## src/rtl/key_event_decoder_pkg.sv

```systemverilog
// -----------------------------------------------------------------------------
// key_event_decoder_pkg
//   Shared definitions for consumers of the debounced key press/release flags.
//   Holds the gesture FSM state encoding, the default timing constants for a
//   50 MHz clock, and a small helper that identifies the "key held" states.
// -----------------------------------------------------------------------------
package key_event_decoder_pkg;

  // Gesture classifier states (3-bit encoding).
  typedef enum logic [2:0] {
    ST_IDLE      = 3'd0,
    ST_PRESS1    = 3'd1,
    ST_WAIT2     = 3'd2,
    ST_PRESS2    = 3'd3,
    ST_LONG_HOLD = 3'd4
  } key_state_t;

  // Default terminal counts (cycles-1) at 50 MHz.
  localparam logic [31:0] DEF_LONG_CNT       = 32'd49_999_999; // 1 s
  localparam logic [31:0] DEF_DOUBLE_GAP_CNT = 32'd14_999_999; // 300 ms
  localparam logic [31:0] DEF_REPEAT_CNT     = 32'd4_999_999;  // 100 ms

  // True for the states in which the key is physically down.
  function automatic logic state_is_held(input key_state_t s);
    return (s == ST_PRESS1) || (s == ST_PRESS2) || (s == ST_LONG_HOLD);
  endfunction

endpackage

```

## src/rtl/key_event_decoder.sv

```systemverilog
// -----------------------------------------------------------------------------
// key_event_decoder
//   Classifies debounced key gestures into single-cycle semantic events:
//   short click, double click, long press, and auto-repeat during long hold.
//
// Parameters
//   LONG_CNT        hold duration (cycles-1) before a press is long
//   DOUBLE_GAP_CNT  max released gap (cycles-1) for a double click
//   REPEAT_CNT      auto-repeat period (cycles-1) while in long hold
//
// Ports
//   Clk          in   clock
//   Reset_n      in   asynchronous active-low reset
//   Key_P_Flag   in   one-cycle debounced press pulse
//   Key_R_Flag   in   one-cycle debounced release pulse
//   Short_Flag   out  one-cycle pulse, single short click
//   Double_Flag  out  one-cycle pulse, double click
//   Long_Flag    out  one-cycle pulse, press held LONG_CNT+1 cycles
//   Repeat_Flag  out  one-cycle pulse every REPEAT_CNT+1 cycles in long hold
//   Key_Held     out  level, high in PRESS1 / PRESS2 / LONG_HOLD
// -----------------------------------------------------------------------------
module key_event_decoder
  import key_event_decoder_pkg::*;
#(
  parameter logic [31:0] LONG_CNT       = DEF_LONG_CNT,
  parameter logic [31:0] DOUBLE_GAP_CNT = DEF_DOUBLE_GAP_CNT,
  parameter logic [31:0] REPEAT_CNT     = DEF_REPEAT_CNT
) (
  input  logic Clk,
  input  logic Reset_n,
  input  logic Key_P_Flag,
  input  logic Key_R_Flag,
  output logic Short_Flag,
  output logic Double_Flag,
  output logic Long_Flag,
  output logic Repeat_Flag,
  output logic Key_Held
);

  key_state_t  state, state_nxt;
  logic [31:0] cnt, cnt_nxt;
  logic        short_nxt, double_nxt, long_nxt, repeat_nxt;

  always_ff @(posedge Clk or negedge Reset_n) begin
    if (!Reset_n) begin
      state       <= ST_IDLE;
      cnt         <= '0;
      Short_Flag  <= 1'b0;
      Double_Flag <= 1'b0;
      Long_Flag   <= 1'b0;
      Repeat_Flag <= 1'b0;
      Key_Held    <= 1'b0;
    end else begin
      state       <= state_nxt;
      cnt         <= cnt_nxt;
      Short_Flag  <= short_nxt;
      Double_Flag <= double_nxt;
      Long_Flag   <= long_nxt;
      Repeat_Flag <= repeat_nxt;
      Key_Held    <= state_is_held(state_nxt);
    end
  end

  // Key flags are tested before the terminal count in every state, so a
  // relevant flag arriving on the terminal cycle wins over the timeout event.
  always_comb begin
    state_nxt  = state;
    cnt_nxt    = cnt;
    short_nxt  = 1'b0;
    double_nxt = 1'b0;
    long_nxt   = 1'b0;
    repeat_nxt = 1'b0;

    unique case (state)
      ST_IDLE: begin
        cnt_nxt = '0;
        if (Key_P_Flag) begin
          state_nxt = ST_PRESS1;
        end
      end

      ST_PRESS1: begin
        if (Key_R_Flag) begin
          state_nxt = ST_WAIT2;
          cnt_nxt   = '0;
        end else if (cnt == LONG_CNT) begin
          state_nxt = ST_LONG_HOLD;
          cnt_nxt   = '0;
          long_nxt  = 1'b1;
        end else begin
          cnt_nxt = cnt + 32'd1;
        end
      end

      ST_WAIT2: begin
        if (Key_P_Flag) begin
          state_nxt = ST_PRESS2;
          cnt_nxt   = '0;
        end else if (cnt == DOUBLE_GAP_CNT) begin
          state_nxt = ST_IDLE;
          cnt_nxt   = '0;
          short_nxt = 1'b1;
        end else begin
          cnt_nxt = cnt + 32'd1;
        end
      end

      // Second press is never timed; only its release matters.
      ST_PRESS2: begin
        cnt_nxt = '0;
        if (Key_R_Flag) begin
          state_nxt  = ST_IDLE;
          double_nxt = 1'b1;
        end
      end

      ST_LONG_HOLD: begin
        if (Key_R_Flag) begin
          state_nxt = ST_IDLE;
          cnt_nxt   = '0;
        end else if (cnt == REPEAT_CNT) begin
          cnt_nxt    = '0;
          repeat_nxt = 1'b1;
        end else begin
          cnt_nxt = cnt + 32'd1;
        end
      end

      default: begin
        state_nxt = ST_IDLE;
        cnt_nxt   = '0;
      end
    endcase
  end

endmodule
```

## config.mk

```make
export PLATFORM = sky130hd
export DESIGN_NAME = key_event_decoder
export DESIGN_NICKNAME = d
export VERILOG_FILES = /design/src/rtl/key_event_decoder_pkg.sv /design/src/rtl/key_event_decoder.sv
export SDC_FILE = /design/constraint.sdc
export NUM_CORES = 1
export LEC_CHECK = 0
export BUFFER_PORTS_ARGS = -buffer_cell sky130_fd_sc_hd__clkbuf_2
export CORE_MARGIN = 2
export CORE_UTILIZATION = 50
export CTS_BUF_LIST = sky130_fd_sc_hd__clkbuf_8
export DETAILED_ROUTE_END_ITERATION = 10
export GPL_TIMING_DRIVEN = 0
export PLACE_DENSITY = 0.63
export SLEW_MARGIN = 20
export SYNTH_ARGS = -nofsm -noshare
export SYNTH_HDL_FRONTEND = slang
export SYNTH_SLANG_ARGS = --single-unit
export TNS_END_PERCENT = 30
```

## constraint.sdc

```tcl
create_clock -name Clk -period 2.8 [get_ports Clk]
set_input_delay 0.56 -clock Clk [delete_from_list [all_inputs] [get_ports Clk]]
set_output_delay 0.56 -clock Clk [all_outputs]
set_load 0.02 [all_outputs]
```

==> results.toml <==
[outcome]
run_status = "finished clean"

[synth]
post_synth.cell_area_avg_um2 = 9.78
synthDominantCellAreaShare = 0.457
yosysTopAreaCell = "sky130_fd_sc_hd__dfrtp_1"
yosysWarningCount = 0
netlist_instances = 224
synth.cell_area_mm2 = 0.00219
ys_ff_latch = 40
synth.lib_cells_used.distinct = 37
synth.yosys.seq_area_share = 0.457
synth_top_cells_by_area = "sky130_fd_sc_hd__dfrtp_1 (46%), sky130_fd_sc_hd__xnor2_1 (9.6%), sky130_fd_sc_hd__a21oi_1 (6.9%)"
synth_fp_nets = 229

[timing]
skew_ns = 0.00985
setup_viol = 0
finalHoldViolCount = 0
timing.fmax_mhz = 419
summed_negative_setup_slack_over_all_endpoints_ns = 0
max_slew_margin = 0.423
postLayoutSetupSlackWorst_ns = 0.411
timing.final.crit_share = 0.853
setup_repair_after_global_routing_missed_its_margin = "no"
tightestPinTransition_ns = 0.865
drv_slew = 0
finalCriticalPeriod_ns = 2.39

[final_layout]
finish.net_count = 244
antenna_cells = 0
multi_input_area_mm2 = 0.00108
layout.area.seq_mm2 = 0.00100
finished_layout_cell_area_mm2 = 0.00240
fillers = 395
post_route_cells_drive_above_1_share = 0.154
area_growth_pct = 9.71

[cts]
cts-htree-levels = 2
clock_latency_ns = 0.30
total_of_cells_resized_after_clock_tree_synthesis = 0
cts_tree = "built"
clkSinkCount = 40
hold_buffers = 0
clock_tree.root_cell = "sky130_fd_sc_hd__clkbuf_8"
cts.reportedPaths.clkPinSlew_ns = 0.08
cts_buffer_depth = 2
cts_inserted_buffers = 5
cts.repair_timing.setup_buffer_count = 0

[route]
drt_iter0_drc = 148
ant_nets = 0
drt_drc_violations_left = 0
drt-vias-per-instance = 5.70
routedWlPerCell_um = 15.8
drt-pass1-iter-count = 5
dr_total_vias = 1665
wirelength_um = 4620

[die]
die-height_um = 70.2
initial_core_util = 0.510
placementRows = 24
fp.dieW_um = 70.2
design.die.area_mm2 = 0.00492
io_pins = 9
placeableCoreArea_mm2 = 0.00429

[setup_path]
critical_path.slowest_cell = "sky130_fd_sc_hd__or4_1"
regToRegSetupSlack_ns = 0.41
path_max_fanout = 10
worstReg2RegEnd = "cnt[26]$_DFF_PN0_"
worst-setup-path-type = "flop to flop"
crit_buf_inv = 1
crit-reg2reg-launch = "cnt[0]$_DFF_PN0_"
critical_path.startpoint_type = "flop"
required_ns = 2.97
critPathMaxStageDelay_ns = 0.56
critPathArrivalTime_ns = 2.56
critical_path_cell_count = 7
timing.critical_path.cells = "ha_1 > and4_1 > nand4_1 > or4_1 > nand2_1 > buf_2 > a21oi_1"
cp_top_family = "simple AND/OR/NAND/NOR gates"
r2r.worst_path.cells = 7
setup.worst_path.end_class = "flop"

[grt]
grt_remaining_overflow = 0
antenna_violations_before_repair = 0
grt_pass1_vias = 1523
grt_start_max_net_pins = 41
grt_util_all_layers = 0.204
grt_pass1_wl_um = 7750

[placement]
placement.setup.worst_slack_ns = 0.437
placedInstanceArea_mm2 = 0.00229
hpwl_um = 3200
port_buffers = 8
gp_routability_congestion = 0.786

[power_and_ir_drop]
leakage_nw = 0.907
pwr_density_cell_mw_per_mm2 = 519
vdd_ir_drop_max_mv = 0.231

[hold_path]
min_path_type = "input pin to asynchronous set/reset pin"

[job]
cap_viol_max_count = 0
==> synthesized netlist by cell type <==
cell                       count
sky130_fd_sc_hd__xnor2_1      24
sky130_fd_sc_hd__nand4_4       1
sky130_fd_sc_hd__a21oi_1      30
sky130_fd_sc_hd__nor4_1        9
sky130_fd_sc_hd__dfrtp_1      40
sky130_fd_sc_hd__o21bai_1      1
sky130_fd_sc_hd__a21oi_2       3
sky130_fd_sc_hd__and4bb_2      1
sky130_fd_sc_hd__nor3_1       11
sky130_fd_sc_hd__clkbuf_2      1
sky130_fd_sc_hd__buf_2         4
sky130_fd_sc_hd__o21ai_0       1
sky130_fd_sc_hd__and3_1        2
sky130_fd_sc_hd__or2_2         2
sky130_fd_sc_hd__or4_1         4
sky130_fd_sc_hd__buf_4         3
sky130_fd_sc_hd__nor4bb_1      1
sky130_fd_sc_hd__nor3b_1       2
sky130_fd_sc_hd__buf_6         2
sky130_fd_sc_hd__and4_1        2
sky130_fd_sc_hd__nand2b_1      4
sky130_fd_sc_hd__nand2_1      15
sky130_fd_sc_hd__clkbuf_1      3
sky130_fd_sc_hd__nor4_4        2
sky130_fd_sc_hd__or4_4         2
sky130_fd_sc_hd__nand3_1       7
sky130_fd_sc_hd__or3_1         1
sky130_fd_sc_hd__inv_1         6
sky130_fd_sc_hd__o22ai_1       1
sky130_fd_sc_hd__o22a_2        1
sky130_fd_sc_hd__xor2_1        7
sky130_fd_sc_hd__ha_1          1
sky130_fd_sc_hd__a21boi_0      2
sky130_fd_sc_hd__nor4b_1       1
sky130_fd_sc_hd__nor2_1       11
sky130_fd_sc_hd__nand4_1      13
sky130_fd_sc_hd__nor2b_1       3
==> worst register-to-register path, delay by kind of cell, from the launching register on <==
family | cells | cell delay, ns
simple gates | 4 | 1.22
buf+inv | 1 | 0.30
compound gates | 1 | 0.13
flops | 1 | 0.39
fa+ha+maj | 1 | 0.24
==> final cells by class <==
class                      instances  share of cell area
sequential                        40               0.417
tap                               52              0.0271
inverter                           6             0.00938
clock inverter                     3              0.0161
timing repair buffer               8              0.0167
clock buffer                       5              0.0286
buffer                            13              0.0339
multi-input combinational        165               0.452
==> report_power, final <==
part | switching (mW) | leakage, nW | internal, mW | total [mW]
Combinational | 0.107 | 0.296 | 0.0498 | 0.157
Clock | 0.206 | 0.0593 | 0.261 | 0.467
Sequential | 0.0244 | 0.552 | 0.598 | 0.623
==> flip-flops by register name (all words and copies together), names as in the netlist <==
| register | count |
|---|---|
| state | 3 |
| Key_Held | 1 |
| Double_Flag | 1 |
| Short_Flag | 1 |
| cnt | 32 |
| Repeat_Flag | 1 |
| Long_Flag | 1 |
==> placed cells by master, fill, tap and decap left out, drive strengths merged, types with 10 or more instances in the layout <==
cell type and n:
nand2 15, nor4 11, a21oi 33, nand4 14, buf 10, clkbuf 16, dfrtp 40, nor2 11
xnor2 24, nor3 11
==> kinds of logic (layout without fill, tap and decap cells) <==
kind of cell	count (synthesis)	count (layout)	synth area share
simple gates	94	94	0.265
flops	40	40	0.457
compound gates	39	39	0.101
xor+xnor	31	31	0.124
buf+inv	19	35	0.0474
fa+ha+maj	1	1	0.00571
==> worst max path at each step <==
stage,from,to,slack [ns]
after CTS,cnt[0]$_DFF_PN0_,cnt[26]$_DFF_PN0_,0.40
after floorplan,cnt[0]$_DFF_PN0_,cnt[13]$_DFF_PN0_,0.81
after global routing,cnt[0]$_DFF_PN0_,cnt[26]$_DFF_PN0_,0.27
final,cnt[0]$_DFF_PN0_,cnt[26]$_DFF_PN0_,0.41
after detailed placement,cnt[0]$_DFF_PN0_,cnt[26]$_DFF_PN0_,0.44
after global placement,cnt[0]$_DFF_PN0_,cnt[20]$_DFF_PN0_,0.47
==> metrics by stage <==
stage               total power, mW   util  hold WS, ns  instances
floorplan                     0.732      -        0.264        224
global placement              0.790  0.534        0.475        284
detailed placement            0.791  0.534        0.472        284
CTS                            1.26  0.559        0.443        292
global route                   1.30  0.559        0.450        292
finish                         1.25  0.559        0.369        292
==> metal layers <==
metal  up-vias  part of all wire  routed length [um]  global-route usage
met1       781              0.51                2340               0.311
li1        834                 -                   -                   -
met5         -                 0                   0                   0
met3         9             0.042                 195              0.0476
met4         0             0.017                  78              0.0641
met2        41              0.43                2010               0.286
(Power assumes the default switching activity.)
